[config.mk]
export PLATFORM = sky130hd
export DESIGN_NAME = ball_centroid
export DESIGN_NICKNAME = d
export VERILOG_FILES = /design/src/rtl/ball_centroid.sv
export SDC_FILE = /design/constraint.sdc
export NUM_CORES = 1
export LEC_CHECK = 0
export CELL_PAD_IN_SITES_DETAIL_PLACEMENT = 0
export CELL_PAD_IN_SITES_GLOBAL_PLACEMENT = 2
export CORE_MARGIN = 5
export CORE_UTILIZATION = 34
export CTS_BUF_LIST = sky130_fd_sc_hd__clkbuf_8
export DETAILED_ROUTE_END_ITERATION = 10
export PLACE_DENSITY = 0.85
export SLEW_MARGIN = 20
export SYNTH_ARGS = -nofsm -noshare
export SYNTH_HDL_FRONTEND = slang
export SYNTH_SLANG_ARGS = --single-unit
[constraint.sdc]
create_clock -name clk_100M -period 7.4 [get_ports clk_100M]
set_clock_uncertainty 0.1 [all_clocks]
set_input_delay 1.85 -clock clk_100M [delete_from_list [all_inputs] [get_ports clk_100M]]
set_output_delay 1.85 -clock clk_100M [all_outputs]
set_load 0.03 [all_outputs]
[src/rtl/ball_centroid.sv]
// Colour-match centroid tracker: accumulates matching-pixel sums per frame and
// divides them sequentially at frame end. Optional bounding box under BALL_BBOX_EN.
module ball_centroid #(
  parameter int H_ACTIVE  = 320,
  parameter int V_ACTIVE  = 240,
  parameter int MIN_COUNT = 16,
  parameter int SUM_W     = 32,
  parameter int QW        = 12
) (
  input  logic        clk_100M,
  input  logic        rst_p,
  input  logic        en,
  input  logic        shift_clk_en,
  input  logic [15:0] CrCb,
  input  logic [11:0] pixel_x,
  input  logic [11:0] pixel_y,
  input  logic [15:0] color_sample,
  input  logic [7:0]  thresh,
  output logic [11:0] ball_x,
  output logic [11:0] ball_y,
  output logic        ball_found,
  output logic        ball_valid,
  output logic        overrun,
  output logic [11:0] bbox_min_x,
  output logic [11:0] bbox_max_x,
  output logic [11:0] bbox_min_y,
  output logic [11:0] bbox_max_y
);

  localparam int CW  = 17;
  localparam int STW = (QW > 1) ? $clog2(QW) : 1;
  localparam int DW  = SUM_W + QW;
  localparam logic [CW-1:0] CNT_MAX = '1;

  typedef enum logic [1:0] {ACCUM, DIV_X, DIV_Y, PUBLISH} state_t;

  state_t            state_q, state_d;
  logic [STW-1:0]    step_q, step_d;
  logic [SUM_W-1:0]  sum_x_q, sum_x_d, sum_y_q, sum_y_d;
  logic [CW-1:0]     count_q, count_d;
  logic              frame_seen_q, frame_seen_d;
  logic              start_q, start_d;
  logic [SUM_W-1:0]  rem_q, rem_d, snap_sy_q, snap_sy_d;
  logic [CW-1:0]     snap_cnt_q, snap_cnt_d;
  logic [QW-1:0]     quo_q, quo_d, qx_q, qx_d;
  logic              ovf_q, ovf_d;
  logic [11:0]       ball_x_q, ball_x_d, ball_y_q, ball_y_d;
  logic              ball_found_q, ball_found_d;
  logic              ball_valid_q, ball_valid_d;
  logic              overrun_q, overrun_d;

  logic              sample, match, frame_start, frame_end, take;
  logic [7:0]        cr_diff, cb_diff;
  logic [DW-1:0]     rem_ext, cnt_ext, trial;
  logic [STW-1:0]    bit_idx;
  logic              cnt_nz, ovf_now;

`ifdef BALL_BBOX_EN
  logic [11:0] bmin_x_q, bmin_x_d, bmax_x_q, bmax_x_d, bmin_y_q, bmin_y_d, bmax_y_q, bmax_y_d;
  logic [11:0] smin_x_q, smin_x_d, smax_x_q, smax_x_d, smin_y_q, smin_y_d, smax_y_q, smax_y_d;
  logic [11:0] obmin_x_q, obmin_x_d, obmax_x_q, obmax_x_d, obmin_y_q, obmin_y_d, obmax_y_q, obmax_y_d;
`endif

  always_comb begin
    sample  = shift_clk_en & en;
    cr_diff = (CrCb[15:8] >= color_sample[15:8]) ? CrCb[15:8] - color_sample[15:8]
                                                 : color_sample[15:8] - CrCb[15:8];
    cb_diff = (CrCb[7:0] >= color_sample[7:0]) ? CrCb[7:0] - color_sample[7:0]
                                               : color_sample[7:0] - CrCb[7:0];
    match       = sample && (cr_diff <= thresh) && (cb_diff <= thresh);
    frame_start = sample && (pixel_x == 12'd0) && (pixel_y == 12'd0);
    frame_end   = sample && (pixel_x == 12'(H_ACTIVE - 1)) && (pixel_y == 12'(V_ACTIVE - 1))
                  && frame_seen_q;
    take        = frame_end && (state_q == ACCUM) && !start_q;
  end

  always_comb begin
    sum_x_d      = sum_x_q;
    sum_y_d      = sum_y_q;
    count_d      = count_q;
    frame_seen_d = frame_seen_q;
`ifdef BALL_BBOX_EN
    bmin_x_d = bmin_x_q;
    bmax_x_d = bmax_x_q;
    bmin_y_d = bmin_y_q;
    bmax_y_d = bmax_y_q;
`endif
    if (frame_start) begin
      sum_x_d      = match ? SUM_W'(pixel_x) : '0;
      sum_y_d      = match ? SUM_W'(pixel_y) : '0;
      count_d      = match ? CW'(1) : '0;
      frame_seen_d = 1'b1;
`ifdef BALL_BBOX_EN
      bmin_x_d = match ? pixel_x : '1;
      bmax_x_d = match ? pixel_x : '0;
      bmin_y_d = match ? pixel_y : '1;
      bmax_y_d = match ? pixel_y : '0;
`endif
    end else if (match) begin
      sum_x_d = sum_x_q + SUM_W'(pixel_x);
      sum_y_d = sum_y_q + SUM_W'(pixel_y);
      count_d = (count_q == CNT_MAX) ? count_q : count_q + CW'(1);
`ifdef BALL_BBOX_EN
      if (pixel_x < bmin_x_q) bmin_x_d = pixel_x;
      if (pixel_x > bmax_x_q) bmax_x_d = pixel_x;
      if (pixel_y < bmin_y_q) bmin_y_d = pixel_y;
      if (pixel_y > bmax_y_q) bmax_y_d = pixel_y;
`endif
    end
    if (frame_end) frame_seen_d = 1'b0;
  end

  // Frame end only arms start_q; the FSM leaves ACCUM one cycle later so the
  // divider always begins from registered snapshot values.
  always_comb begin
    state_d      = state_q;
    step_d       = step_q;
    rem_d        = rem_q;
    quo_d        = quo_q;
    qx_d         = qx_q;
    ovf_d        = ovf_q;
    start_d      = 1'b0;
    snap_sy_d    = snap_sy_q;
    snap_cnt_d   = snap_cnt_q;
    ball_x_d     = ball_x_q;
    ball_y_d     = ball_y_q;
    ball_found_d = ball_found_q;
    ball_valid_d = 1'b0;
    overrun_d    = frame_end && !take;
`ifdef BALL_BBOX_EN
    smin_x_d  = smin_x_q;
    smax_x_d  = smax_x_q;
    smin_y_d  = smin_y_q;
    smax_y_d  = smax_y_q;
    obmin_x_d = obmin_x_q;
    obmax_x_d = obmax_x_q;
    obmin_y_d = obmin_y_q;
    obmax_y_d = obmax_y_q;
`endif
    cnt_nz  = (snap_cnt_q != '0);
    rem_ext = DW'(rem_q);
    cnt_ext = DW'(snap_cnt_q);
    bit_idx = STW'(QW - 1) - step_q;
    trial   = cnt_ext << bit_idx;
    ovf_now = (step_q == '0) ? (cnt_nz && (rem_ext >= (cnt_ext << QW))) : ovf_q;

    if (take) begin
      rem_d      = sum_x_d;
      snap_sy_d  = sum_y_d;
      snap_cnt_d = count_d;
      start_d    = 1'b1;
`ifdef BALL_BBOX_EN
      smin_x_d = bmin_x_d;
      smax_x_d = bmax_x_d;
      smin_y_d = bmin_y_d;
      smax_y_d = bmax_y_d;
`endif
    end

    case (state_q)
      ACCUM: begin
        if (start_q) begin
          state_d = DIV_X;
          step_d  = '0;
          quo_d   = '0;
        end
      end
      DIV_X, DIV_Y: begin
        ovf_d = ovf_now;
        if (cnt_nz && (rem_ext >= trial)) begin
          rem_d          = rem_q - trial[SUM_W-1:0];
          quo_d[bit_idx] = 1'b1;
        end
        if (step_q == STW'(QW - 1)) begin
          step_d = '0;
          if (state_q == DIV_X) begin
            qx_d    = ovf_now ? '1 : quo_d;
            rem_d   = snap_sy_q;
            quo_d   = '0;
            state_d = DIV_Y;
          end else begin
            quo_d   = ovf_now ? '1 : quo_d;
            state_d = PUBLISH;
          end
        end else begin
          step_d = step_q + STW'(1);
        end
      end
      PUBLISH: begin
        ball_valid_d = 1'b1;
        state_d      = ACCUM;
        if (snap_cnt_q >= CW'(MIN_COUNT)) begin
          ball_x_d     = 12'(qx_q);
          ball_y_d     = 12'(quo_q);
          ball_found_d = 1'b1;
`ifdef BALL_BBOX_EN
          obmin_x_d = smin_x_q;
          obmax_x_d = smax_x_q;
          obmin_y_d = smin_y_q;
          obmax_y_d = smax_y_q;
`endif
        end else begin
          ball_found_d = 1'b0;
        end
      end
      default: state_d = ACCUM;
    endcase
  end

  always_ff @(posedge clk_100M or posedge rst_p) begin
    if (rst_p) begin
      state_q      <= ACCUM;
      step_q       <= '0;
      sum_x_q      <= '0;
      sum_y_q      <= '0;
      count_q      <= '0;
      frame_seen_q <= 1'b0;
      start_q      <= 1'b0;
      rem_q        <= '0;
      snap_sy_q    <= '0;
      snap_cnt_q   <= '0;
      quo_q        <= '0;
      qx_q         <= '0;
      ovf_q        <= 1'b0;
      ball_x_q     <= '0;
      ball_y_q     <= '0;
      ball_found_q <= 1'b0;
      ball_valid_q <= 1'b0;
      overrun_q    <= 1'b0;
    end else begin
      state_q      <= state_d;
      step_q       <= step_d;
      sum_x_q      <= sum_x_d;
      sum_y_q      <= sum_y_d;
      count_q      <= count_d;
      frame_seen_q <= frame_seen_d;
      start_q      <= start_d;
      rem_q        <= rem_d;
      snap_sy_q    <= snap_sy_d;
      snap_cnt_q   <= snap_cnt_d;
      quo_q        <= quo_d;
      qx_q         <= qx_d;
      ovf_q        <= ovf_d;
      ball_x_q     <= ball_x_d;
      ball_y_q     <= ball_y_d;
      ball_found_q <= ball_found_d;
      ball_valid_q <= ball_valid_d;
      overrun_q    <= overrun_d;
    end
  end

`ifdef BALL_BBOX_EN
  always_ff @(posedge clk_100M or posedge rst_p) begin
    if (rst_p) begin
      bmin_x_q  <= '0;
      bmax_x_q  <= '0;
      bmin_y_q  <= '0;
      bmax_y_q  <= '0;
      smin_x_q  <= '0;
      smax_x_q  <= '0;
      smin_y_q  <= '0;
      smax_y_q  <= '0;
      obmin_x_q <= '0;
      obmax_x_q <= '0;
      obmin_y_q <= '0;
      obmax_y_q <= '0;
    end else begin
      bmin_x_q  <= bmin_x_d;
      bmax_x_q  <= bmax_x_d;
      bmin_y_q  <= bmin_y_d;
      bmax_y_q  <= bmax_y_d;
      smin_x_q  <= smin_x_d;
      smax_x_q  <= smax_x_d;
      smin_y_q  <= smin_y_d;
      smax_y_q  <= smax_y_d;
      obmin_x_q <= obmin_x_d;
      obmax_x_q <= obmax_x_d;
      obmin_y_q <= obmin_y_d;
      obmax_y_q <= obmax_y_d;
    end
  end

  assign bbox_min_x = obmin_x_q;
  assign bbox_max_x = obmax_x_q;
  assign bbox_min_y = obmin_y_q;
  assign bbox_max_y = obmax_y_q;
`else
  assign bbox_min_x = '0;
  assign bbox_max_x = '0;
  assign bbox_min_y = '0;
  assign bbox_max_y = '0;
`endif

  assign ball_x     = ball_x_q;
  assign ball_y     = ball_y_q;
  assign ball_found = ball_found_q;
  assign ball_valid = ball_valid_q;
  assign overrun    = overrun_q;

endmodule

-- After elaboration in Yosys (flattened, before gate mapping)
Cells that the tools add are included.
- word-level logic and storage cells: 114
- output and inout bits: 75
- register bits after elaboration: 222
- add/subtract/negate cells: 10
- equality and inequality tests: 9
- mux-type cells: 38
- bitwise gates (word level): 2
- reductions and logical operators: 27
- magnitude comparators: 9
- shifts and indexed selects: 1
- operator list (kind ; count):
    32-bit 2-to-1 mux ; 9
    12-bit 2-to-1 mux ; 7
    32-bit by 12-bit adder with 32-bit output ; 2
    17-bit 2-to-1 mux ; 3
    32-bit by 44-bit >= comparator with 1-bit output ; 1
    17-bit by 4-bit left shift with 44-bit output ; 1
    32-bit by 29-bit >= comparator with 1-bit output ; 1
    32-bit subtractor ; 1
    8-bit subtractor ; 4
    12-bit logical NOT ; 2
    12-bit one-hot mux with 2 select lines ; 1
    17-bit by 1-bit adder with 17-bit output (second input constant) ; 1
    17-bit equality test (second input constant) ; 1
    17-bit by 5-bit >= comparator with 1-bit output (second input constant) ; 1
    17-bit nonzero test ; 1
    8-bit >= comparator ; 2
    8-bit <= comparator ; 2
    8-bit 2-to-1 mux ; 2
    1-bit logical AND ; 13
    12-bit by 8-bit equality test with 1-bit output (second input constant) ; 1
    12-bit by 9-bit equality test with 1-bit output (second input constant) ; 1
    12-bit OR ; 1
    1-bit 2-to-1 mux ; 9
    4-bit 2-to-1 mux ; 2
    20 further kinds ; 27

-- Longest topological paths before layout
- depth after elaboration: 12
- mapped depth: 26
- gate-level depth less buffers: 23

-- Worst setup path after synthesis
No wires, ideal clock.
- path kind: input to register
- from: in CrCb[8]
- to: reg rem_q[29]
- path slack: 0.536 ns
- data arrival time: 6.699 ns
- path buffers: 0
- required time: 7.235 ns
- cell stages on the path: 23
- cell sequence: inv_1 -> ha_1 -> inv_1 -> fa_1 -> a21o_1 -> a2111oi_2 -> nor3_1 -> o21ai_1 -> or3b_1 -> a221o_1 -> and3_4 -> a31oi_4 -> xnor2_1 -> ha_1 -> nand4_1 -> nand2b_1 -> a21oi_1 -> nand3b_2 -> nor4_4 -> or3b_2 -> and3_1 -> o21ai_0 -> o221a_2
- longest elaborated chain between the ends: 12
- ends and longest elaborated chain (item ; RTL line ; RTL):
    start, declared ; 14 ; input logic [15:0] CrCb,
    8-bit subtractor (tied with other cells) ; 67 ; : color_sample[15:8] - CrCb[15:8];
    8-bit 2-to-1 mux * ; 66 ; cr_diff = (CrCb[15:8] >= color_sample[15:8]) ? CrCb[15:8] - color_sample[15:8]
    8-bit <= comparator * ; 70 ; match = sample && (cr_diff <= thresh) && (cb_diff <= thresh);
    1-bit logical AND * (2 in series) ; 70 ;
    32-bit 2-to-1 mux * ; 99 ; end else if (match) begin
    32-bit 2-to-1 mux * ; 88 ; if (frame_start) begin
    32-bit 2-to-1 mux * ; 147 ; if (take) begin
    32-bit 2-to-1 mux ; 170 ; if (cnt_nz && (rem_ext >= trial)) begin
    32-bit 2-to-1 mux ; 176 ; if (state_q == DIV_X) begin
    32-bit 2-to-1 mux ; 174 ; if (step_q == STW'(QW - 1)) begin
    32-bit 2-to-1 mux * ; 160 ; case (state_q)
    named net rem_d[29] ; 43 ; logic [SUM_W-1:0] rem_q, rem_d, snap_sy_q, snap_sy_d;
    end signal, assigned ; 238 ; rem_q <= rem_d;
    end, declared ; 43 ;
The timed path passes the listed nets; every way through them passes the cells marked *.
A chain may end at the register's enable or synchronous reset.

-- Worst setup path in the final report
- from: in CrCb[8]
- to: reg snap_cnt_q[11]
- longest elaborated chain between the ends: 7
- ends and longest elaborated chain (item ; RTL line ; RTL):
    8-bit subtractor (tied with other cells) ; 67 ;
    8-bit 2-to-1 mux * ; 66 ;
    8-bit <= comparator * ; 70 ;
    1-bit logical AND * (2 in series) ; 70 ;
    17-bit 2-to-1 mux * ; 99 ;
    17-bit 2-to-1 mux * ; 88 ;
    end signal, assigned ; 240 ; snap_cnt_q <= snap_cnt_d;
    end, declared ; 44 ; logic [CW-1:0] snap_cnt_q, snap_cnt_d;
Every way passes the cells marked *; elsewhere a longest branch is shown, timed or not.

==> flow_summary.html <==
<table>
<tr><th>Metric</th><th>Value</th></tr>
<tr><th colspan="2">Outcome</th></tr>
<tr><td>Result of the run</td><td>completed</td></tr>
<tr><th colspan="2">Pwr</th></tr>
<tr><td>Leakage power figure</td><td>0.008312 uW</td></tr>
<tr><td>Peak ir drop on the vdd network</td><td>around 0.085 mV</td></tr>
<tr><td>Areal power density over the cells</td><td>about 200 nW/um2</td></tr>
<tr><td>PnR Total Power</td><td>3692 uW</td></tr>
<tr><th colspan="2">Clock tree</th></tr>
<tr><td>Clock Pin Slew Worst Setup and Hold Paths</td><td>0.06 ns</td></tr>
<tr><td>Number of levels the H-tree was split into</td><td>2</td></tr>
<tr><td>Number of hold buffers added after CTS</td><td>0</td></tr>
<tr><td>Bufs on Longest Clock Path</td><td>3</td></tr>
<tr><td>Root buffer cell</td><td>clkbuf_8</td></tr>
<tr><td>CTS tree</td><td>built</td></tr>
<tr><td>Clock latency on the worst-skew pair</td><td>0.57 ns</td></tr>
<tr><td>Post-CTS Setup Inserts</td><td>0</td></tr>
<tr><td>Number of CTS-inserted buffers</td><td>40</td></tr>
<tr><td>Number of resized instances in the post-cts repair step</td><td>0</td></tr>
<tr><td>Sink count of the clock tree</td><td>222</td></tr>
<tr><th colspan="2">Setup path</th></tr>
<tr><td>Delay of the slowest cell on the worst path</td><td>about 0.46 ns</td></tr>
<tr><td>Worst Setup Path Type</td><td>input port to flip-flop</td></tr>
<tr><td>Sort of element at the end of the critical path</td><td>flip-flop</td></tr>
<tr><td>Data required time of the worst path</td><td>a little under 8 ns</td></tr>
<tr><td>Start point of the critical path</td><td>CrCb[8]</td></tr>
<tr><td>Register-to-register setup slack</td><td>1.07 ns</td></tr>
<tr><td>Data arrival at the endpoint of the critical path</td><td>7.35 ns</td></tr>
<tr><td>Max FO, Critical Path</td><td>5</td></tr>
<tr><td>Number of cells traversed by the worst register-to-register path</td><td>14</td></tr>
<tr><td>Worst flop-to-flop path startpoint</td><td>step_q[2]$_DFFE_PP0P_</td></tr>
<tr><td>Critical Path Sink</td><td>snap_cnt_q[11]$_DFFE_PP0P_</td></tr>
<tr><td>Logic depth of the worst setup path including buffers</td><td>25</td></tr>
<tr><td>Family with the most delay on the worst path</td><td>simple AND/OR/NAND/NOR gates</td></tr>
<tr><td>Number of buffers and inverters on the critical path</td><td>4</td></tr>
<tr><td>CP max stage cell</td><td>a2111oi_2</td></tr>
<tr><td>Reg-to-reg endpoint</td><td>rem_q[17]$_DFF_PP0_</td></tr>
<tr><td>Worst setup SP type</td><td>input port</td></tr>
<tr><th colspan="2">STA</th></tr>
<tr><td>Worst Tran Pin Value</td><td>1.103 ns</td></tr>
<tr><td>Final worst path period need</td><td>6.975 ns</td></tr>
<tr><td>Normalized max-slew margin</td><td>approximately a quarter</td></tr>
<tr><td>Final period utilization</td><td>94.26%</td></tr>
<tr><td>Total setup violations reported at the end of the flow</td><td>0</td></tr>
<tr><td>Unrepaired setup endpoints after global routing</td><td>no</td></tr>
<tr><td>Maximum clock frequency</td><td>143.4 MHz</td></tr>
<tr><td>Final Hold Fails</td><td>0</td></tr>
<tr><td>Number of pins exceeding their max-slew limit in the final report</td><td>0</td></tr>
<tr><th colspan="2">GRT</th></tr>
<tr><td>Overflow left after global routing</td><td>0</td></tr>
<tr><td>First-pass GRT wire length</td><td>72,730 um</td></tr>
<tr><td>Global-route usage over all layers</td><td>17.55%</td></tr>
<tr><td>Number of global-route vias before repair</td><td>around 13k</td></tr>
<tr><td>Maximum number of pins on one net before global-route repair</td><td>129</td></tr>
<tr><td>Initial antenna violation count</td><td>1</td></tr>
<tr><th colspan="2">Yosys</th></tr>
<tr><td>Share of flip-flops with an asynchronous set or reset after synthesis</td><td>100.0%</td></tr>
<tr><td>Yosys cell types</td><td>81</td></tr>
<tr><td>Mapped Avg Cell Area</td><td>8.749 um2</td></tr>
<tr><td>Synth Cell Area</td><td>~16,000 um2</td></tr>
<tr><td>Number of flops mapped to enable cells by yosys</td><td>0</td></tr>
<tr><td>Warning count from the yosys run</td><td>0</td></tr>
<tr><td>Share of the yosys chip area belonging to registers</td><td>34.96%</td></tr>
<tr><td>Number of storage elements in the synthesis netlist</td><td>222</td></tr>
<tr><td>Post-synth top flop</td><td>dfrtp_1</td></tr>
<tr><td>Gate count of the mapped netlist</td><td>1,816</td></tr>
<tr><th colspan="2">Die</th></tr>
<tr><td>Floorplan die width</td><td>roughly 230 um</td></tr>
<tr><td>Die Footprint</td><td>~51,000 um2</td></tr>
<tr><td>Initial Util</td><td>34.27%</td></tr>
<tr><td>Site row count</td><td>79</td></tr>
<tr><td>Placeable core region</td><td>46,360 um2</td></tr>
<tr><td>Io pins</td><td>143</td></tr>
<tr><td>Floorplan die height</td><td>roughly 230 um</td></tr>
<tr><th colspan="2">Detailed routing</th></tr>
<tr><td>Via count</td><td>roughly 13k</td></tr>
<tr><td>Average wire length per cell after detail routing</td><td>17.93 um</td></tr>
<tr><td>Iteration-0 DRC Markers</td><td>between 900 and 1k</td></tr>
<tr><td>DRC violations left</td><td>0</td></tr>
<tr><td>Routed Antenna Nets</td><td>0</td></tr>
<tr><td>Number of iterations in the first detailed-routing pass</td><td>6</td></tr>
<tr><td>Wirelength, routed</td><td>45,820 um</td></tr>
<tr><td>Via-to-Cell Ratio</td><td>5.262</td></tr>
<tr><th colspan="2">Final layout</th></tr>
<tr><td>Total Nets Final</td><td>2,126</td></tr>
<tr><td>Area Growth Syn to Fin</td><td>15.96%</td></tr>
<tr><td>Final non-filler cell total</td><td>2,556</td></tr>
<tr><td>Most common library cell in the layout ignoring fill and taps</td><td>nand2_1</td></tr>
<tr><td>Layout cell share with drive strength beyond 1</td><td>a little under a tenth</td></tr>
<tr><td>Highest-count cells in the layout ignoring fill and taps</td><td>246 x nand2_1, 222 x dfrtp_1, 143 x nor2_1, 132 x ha_1, 122 x a21oi_1</td></tr>
<tr><td>Fraction of the core area covered by cells at the end of the flow</td><td>39.75%</td></tr>
<tr><th colspan="2">Flow run</th></tr>
<tr><td>Number of maximum-capacitance constraint violations</td><td>0</td></tr>
<tr><th colspan="2">Hold path</th></tr>
<tr><td>Path type of the worst min-delay path</td><td>flip-flop to flip-flop</td></tr>
<tr><th colspan="2">Placed design</th></tr>
<tr><td>Dpl cells</td><td>2,484</td></tr>
<tr><td>RD Place Congestion</td><td>0.8825</td></tr>
<tr><td>Number of input and output port buffers inserted</td><td>94</td></tr>
<tr><td>Post-DP HPWL</td><td>34,610 um</td></tr>
</table>
==> area by class of cell <==
type / instances / area [um2]
Sequential cell: 222 / 5555
Multi-Input combinational cell: 1416 / 9480
Tap cell: 607 / 759.5
Clock inverter: 22 / 225.2
Timing Repair Buffer: 140 / 1353
Antenna cell: 1 / 2.502
Inverter: 99 / 375.4
Clock buffer: 49 / 674.4
Fill cell: 4670 / 27930
==> logic make-up after synthesis <==
kind of cell	count (synthesis)	share of synthesized area, %
AND/OR/NAND/NOR	597	17.56
adder cells (fa/ha/maj)	139	11.28
multiplexers	61	4.567
flip-flops	222	34.96
other	1	0.02360
AO/OA/AOI/OAI	463	19.11
XOR/XNOR	108	5.953
buffers and inverters	225	6.544
==> report_power, final <==
group | internal, uW | switching, uW | total [uW] | leakage, uW
logic | 408 | 612 | 1020 | 0.00486
clock network | 774 | 530 | 1300 | 0.000506
registers | 1300 | 66.5 | 1370 | 0.00294
==> worst min-delay path by stage <==
stage                                           to                startpoint  depth (start not counted)  slack (ns)
after floorplan           snap_sy_q[0]$_DFFE_PP0P_  snap_sy_q[0]$_DFFE_PP0P_                          2        0.34
after global placement        qx_q[11]$_DFFE_PP0P_      qx_q[11]$_DFFE_PP0P_                          2        0.37
after detailed placement       qx_q[7]$_DFFE_PP0P_       qx_q[7]$_DFFE_PP0P_                          2        0.37
after CTS                      qx_q[7]$_DFFE_PP0P_       qx_q[7]$_DFFE_PP0P_                          2        0.38
after global routing      snap_sy_q[3]$_DFFE_PP0P_  snap_sy_q[3]$_DFFE_PP0P_                          2        0.41
final                       ball_found$_DFFE_PP0P_    ball_found$_DFFE_PP0P_                          1        0.37
==> sequential cells by signal, summed over array words and instances, names as in the netlist <==
name / count
frame_seen_q: 1
sum_y_q: 32
snap_cnt_q: 17
rem_q: 32
qx_q: 12
start_q: 1
ball_y: 12
snap_sy_q: 32
sum_x_q: 32
count_q: 17
step_q: 4
ball_x: 12
state_q: 2
ovf_q: 1
quo_q: 12
ball_valid: 1
ball_found: 1
overrun: 1
==> cell usage after synthesis (all sizes together) (11+ instances only) <==
| master | number | area share, % |
|---|---|---|
| nand2 | 246 | 5.8 |
| dfrtp | 222 | 35 |
| nor2 | 145 | 3.5 |
| ha | 132 | 10 |
| a21oi | 122 | 3.8 |
| o21ai | 112 | 3.5 |
| inv | 98 | 2.3 |
| clkbuf | 65 | 1.5 |
| xnor2 | 65 | 3.6 |
| buf | 61 | 2.7 |
| xor2 | 43 | 2.4 |
| nand4 | 36 | 1.4 |
| a21o | 34 | 1.6 |
| mux2 | 32 | 2.3 |
| nor3 | 29 | 1.0 |
| o31ai | 26 | 1.3 |
| nand3 | 24 | 0.76 |
| a32oi | 23 | 1.3 |
| and3 | 23 | 0.94 |
| mux2i | 23 | 1.4 |
| a211oi | 20 | 1.0 |
| nor4 | 20 | 0.88 |
| o21a | 18 | 0.85 |
| nor2b | 14 | 0.55 |
| o211ai | 12 | 0.57 |
| o22ai | 12 | 0.47 |
| a31oi | 11 | 0.53 |
==> through the flow <==
stage,TNS [ns],hold WS (ns),area [um2],setup slack (ns)
after floorplan,0,0.3405,16070,0.5357
final,0,0.3749,18430,0.4251
after detailed placement,-2.723,0.3657,17520,-0.1693
after CTS,0,0.3784,18420,0.4418
after global routing,0,0.4096,18420,0.1046
after global placement,-0.1076,0.3654,17520,-0.03584
==> worst reg2reg max path, cell delays in order (launching register included) <==
cell      delay [ns]
dfrtp_1         0.91
clkinv_1        0.23
ha_1            1.01
mux4_2          0.39
inv_1           0.06
ha_1            0.38
nand2_1         0.15
nor4_1          0.42
nand4_1         0.23
o41ai_1         0.82
o31ai_2         0.27
nand2_1         0.13
nand2_1         0.55
a32oi_1         0.42
o21ai_0         0.13
==> layer usage <==
layer	GRT usage (%)	vias up	wire (um)
met2	27.79	339	20830
met4	5.162	2	1205
met3	3.055	67	2634
li1	-	6592	-
met1	24.71	6450	21140
met5	0	-	13
Note: power is estimated with default switching activity, not from simulation.
